<file path="src/rtl/instr_sequencer.sv">
`default_nettype none
// +----------------------------------------------------------------------------+
// | instr_sequencer : program memory that issues words to simple_processor     |
// |                   one at a time over the DIN/Run/Done handshake            |
// | Revision 1.0                                                               |
// +----------------------------------------------------------------------------+
module instr_sequencer #(
    parameter int BITS    = 16,
    parameter int ADDR    = 4,
    parameter int TIMEOUT = 15
) (
    input  logic            Clock,
    input  logic            Resetn,
    input  logic            Wr_en,
    input  logic [ADDR-1:0] Wr_addr,
    input  logic [BITS-1:0] Wr_data,
    input  logic [ADDR:0]   Prog_len,
    input  logic            Start,
    input  logic            Done,
    output logic [BITS-1:0] DIN,
    output logic            Run,
    output logic            Busy,
    output logic            Finished,
    output logic            Err,
    output logic [ADDR-1:0] PC
);

    localparam int            CW      = $clog2(TIMEOUT + 1);
    localparam int            DEPTH   = 1 << ADDR;
    localparam logic [ADDR:0] DEPTH_W = DEPTH[ADDR:0];
    localparam logic [CW-1:0] WD_LAST = CW'(TIMEOUT - 1);

    typedef enum logic [2:0] {
        S_IDLE   = 3'd0,
        S_ISSUE  = 3'd1,
        S_WAIT   = 3'd2,
        S_FINISH = 3'd3,
        S_ERROR  = 3'd4
    } state_t;

    state_t          state, state_nx;
    logic [BITS-1:0] mem [DEPTH];
    logic [ADDR-1:0] pc_nx, pc_inc;
    logic [BITS-1:0] din_nx;
    logic [ADDR:0]   len, len_nx, len_clamped;
    logic [CW-1:0]   wdog, wdog_nx;
    logic            idle_like;

    assign idle_like   = (state == S_IDLE) || (state == S_FINISH) || (state == S_ERROR);
    assign len_clamped = (Prog_len > DEPTH_W) ? DEPTH_W : Prog_len;
    assign pc_inc      = PC + ADDR'(1);

    always_ff @(posedge Clock) begin
        if (Wr_en && idle_like)
            mem[Wr_addr] <= Wr_data;
    end

    always_comb begin
        state_nx = state;
        pc_nx    = PC;
        din_nx   = DIN;
        len_nx   = len;
        wdog_nx  = wdog;
        case (state)
            S_IDLE, S_FINISH, S_ERROR: begin
                if (Start) begin
                    len_nx  = len_clamped;
                    pc_nx   = '0;
                    wdog_nx = '0;
                    if (len_clamped == '0) begin
                        state_nx = S_FINISH;
                        din_nx   = '0;
                    end else begin
                        state_nx = S_ISSUE;
                        // A write landing on address 0 in this same cycle must reach the first issue
                        din_nx   = (Wr_en && (Wr_addr == '0)) ? Wr_data : mem[0];
                    end
                end
            end
            S_ISSUE: begin
                state_nx = S_WAIT;
                wdog_nx  = '0;
            end
            S_WAIT: begin
                if (Done) begin
                    if ({1'b0, PC} == len - (ADDR+1)'(1)) begin
                        state_nx = S_FINISH;
                        din_nx   = '0;
                    end else begin
                        state_nx = S_ISSUE;
                        pc_nx    = pc_inc;
                        din_nx   = mem[pc_inc];
                    end
                end else if (wdog == WD_LAST) begin
                    state_nx = S_ERROR;
                    din_nx   = '0;
                end else begin
                    wdog_nx = wdog + CW'(1);
                end
            end
            default: begin
                state_nx = S_IDLE;
                din_nx   = '0;
            end
        endcase
    end

    always_ff @(posedge Clock or negedge Resetn) begin
        if (!Resetn) begin
            state    <= S_IDLE;
            PC       <= '0;
            DIN      <= '0;
            len      <= '0;
            wdog     <= '0;
            Run      <= 1'b0;
            Busy     <= 1'b0;
            Finished <= 1'b0;
            Err      <= 1'b0;
        end else begin
            state    <= state_nx;
            PC       <= pc_nx;
            DIN      <= din_nx;
            len      <= len_nx;
            wdog     <= wdog_nx;
            Run      <= (state_nx == S_ISSUE);
            Busy     <= (state_nx == S_ISSUE) || (state_nx == S_WAIT);
            Finished <= (state_nx == S_FINISH);
            Err      <= (state_nx == S_ERROR);
        end
    end

endmodule
`default_nettype wire

</file>
<file path="config.mk">
export PLATFORM = sky130hd
export DESIGN_NAME = instr_sequencer
export DESIGN_NICKNAME = d
export VERILOG_FILES = /design/src/rtl/instr_sequencer.sv
export SDC_FILE = /design/constraint.sdc
export NUM_CORES = 1
export LEC_CHECK = 0
export CAP_MARGIN = 15
export CORE_MARGIN = 2
export CORE_UTILIZATION = 60
export DETAILED_ROUTE_END_ITERATION = 10
export PLACE_DENSITY = 0.76
export SYNTH_ARGS = -nofsm -noshare
export SYNTH_HDL_FRONTEND = slang
export SYNTH_SLANG_ARGS = --single-unit
</file>
<file path="constraint.sdc">
create_clock -name Clock -period 3.1 [get_ports Clock]
set_input_delay 0.62 -clock Clock [delete_from_list [all_inputs] [get_ports Clock]]
set_output_delay 0.62 -clock Clock [all_outputs]
set_load 0.1 [all_outputs]
</file>
==> reports/results.ini <==
[critical_path]
cp_max_fo=115
crit_required_ns=3.46
start_kind=flop
crit_type=flop to flop
critPathArrivalTime_ns=3.22
crit_path_start=PC[0]
regToRegStartpoint=PC[0]
cp-end-kind=flop

[grt]
grt_pass1_wl_um=41970
overflow=0
antenna_found_initial=0
first_global_vias=7005
grt_max_degree=116
track_usage=0.2636

[final_layout]
nets=812
final_layout_size_suffix_gt1_frac=0.1750
regArea_um2=8592
fillCellCount=1244
antenna_cells=0
final_cells=1065
area_growth_pct=15.52
final_cell_area_um2=13900
multi_input_comb_area_um2=3177

[detailed_routing]
dr.pass1.iters=5
avgViaCountPerCell=6.457
drtIter0Drc=678
routed_wl_um=27630
vias=6877
wl_per_cell_um=25.94
drc=0
ant_nets=0

[floorplanning]
num_io_pins=54
dieArea_um2=21200
die_h_um=145.6
start_util=0.6142
die_w_um=145.6
core_area_um2=19590
rows=51

[clocking]
cts_tree=done
cts_made_buffers=29
root_buffer=clkbuf_16
clk_path_buf_depth=3
clock-sinks=292
cts_setup_buffers=0
ctsHtreeMaxLevel=1
postCtsHoldBufs=0
clk_latency_ns=0.55
cts.clk_slew.worst_paths_ns=0.06
postCtsResizedCells=0

[power]
p_total_mw=12.17
vdd_drop_max_mv=1.022
power.density_nw_per_um2=875.3
cellLeakagePower_nw=4.847

[synth]
synthTopCellsByCount=256 x edfxtp_1, 106 x mux2i_1, 41 x nor2_1
synth_area_leaders=edfxtp_1 64%, mux2i_1 8.8%, dfrtp_1 7.5%, a221oi_1 2.2%, mux4_1 2.2%
synth-warning-count=0
synth_most_common_cell=edfxtp_1
syn_area_per_cell_um2=17.12
syn-num-nets=737
synth_top_area_frac=0.6389
async_flop_share=0.1233
synthFlopType=edfxtp_1
ys_seq_area_frac=0.7137
synth_cell_type_count=52
ys_seq_elements=292
syn_inst=703
yosysTopAreaCell=edfxtp_1
netlist_area_um2=12030
synth_edf_count=256

[sta]
hold_viol_final=0
worst_slew_pin_slew_ns=0.9812
min_period_over_period=0.9228
max_slew_margin=0.3459
whs_ns=0.2149
tns_ns=0
min_period_ns=2.861
fmax_ghz=0.3496
fin_worst_skew_ns=0.01771
rsz0062_at_grt=false
slew_violations=0
setup_viol=0

[min_path]
hp-class=primary input to async pin

[run]
cap_viol_max_count=0

[placed_design]
placed_cells=1012
placed_cell_area_um2=12850
gp_congestion=0.8190
io_buffers=53
dpl.hpwl_um=16500

[run_status]
status=complete, no violations

-- layer usage --
layer  wire length, µm  global-route usage  vias up
met3              2532             0.05266       66
met5                 0                   0        -
met2             13090              0.4185      386
met1             10950              0.3623     3453
li1                  -                   -     2972
met4              1056              0.1127        0
-- final timing paths --
kind	endpoint	slack, ns	depth (start not counted)
setup reg to reg	DIN[7]	0.24	6
setup / recovery	DIN[7]	0.24	6
min in group Clock	DIN[2]	0.52	2
hold reg to reg	DIN[2]	0.52	2
max in group asynchronous	PC[0]	2.21	1
hold / removal	state[2]	0.21	1
-- cell families (layout without fill, tap and decap cells) --
logic type	after synthesis	count (layout)	synth area share
buffers and inverters	50	147	0.02704
and+or+nand+nor	115	115	0.04658
AOI/OAI and AO/OA	102	102	0.06738
DFF	292	292	0.7137
muxes	128	128	0.1306
xor gates and xnor gates	12	12	0.01050
adders and majority gates	4	4	0.004159
-- worst max-delay path, stage by stage, from the launching register on --
cell and delay, ns:
dfrtp_4 0.43, buf_12 0.55, xor2_1 0.24, nand3_2 0.10, nor3_4 0.25, nand2b_1 0.81
o221ai_1 0.27
-- through the flow --
| step | util | worst slack, ns |
|---|---|---|
| floorplan | - | 0.2727 |
| detailed placement | 0.6559 | 0.2430 |
| global placement | 0.6559 | 0.3764 |
| global route | 0.7096 | 0.1461 |
| CTS | 0.7096 | 0.2211 |
| finish | 0.7096 | 0.2392 |
-- final cells by class --
class,instances,share of cell area
Clock buffer,30,0.05248
Clock inverter,23,0.02322
Inverter,10,0.002700
Multi-Input combinational cell,361,0.2285
Sequential cell,292,0.6181
Tap cell,265,0.02385
Timing Repair Buffer,84,0.05113
-- placed cells by master (no fill, tap or decap), drive strengths merged, types with 12 or more instances in the layout --
cell type      count
a221oi            30
a22oi             30
buf               56
clkbuf            30
clkdlybuf4s50     28
clkinv            12
dfrtp             36
edfxtp           256
mux2i            106
mux4              20
nand2             25
nor2              43
o221ai            15
-- state kept, by name (all words and copies together), names as in the netlist --
register,flops
PC,4
mem,256
Run,1
DIN,16
Finished,1
Busy,1
len,5
state,3
wdog,4
Err,1
-- report_power, final --
group / internal (mW) / total (mW) / switching [mW]
Combinational: 1.16 / 3.59 / 2.43
Sequential: 4.54 / 4.76 / 0.214
Clock: 2.37 / 3.82 / 1.45
(Power assumes the default switching activity.)
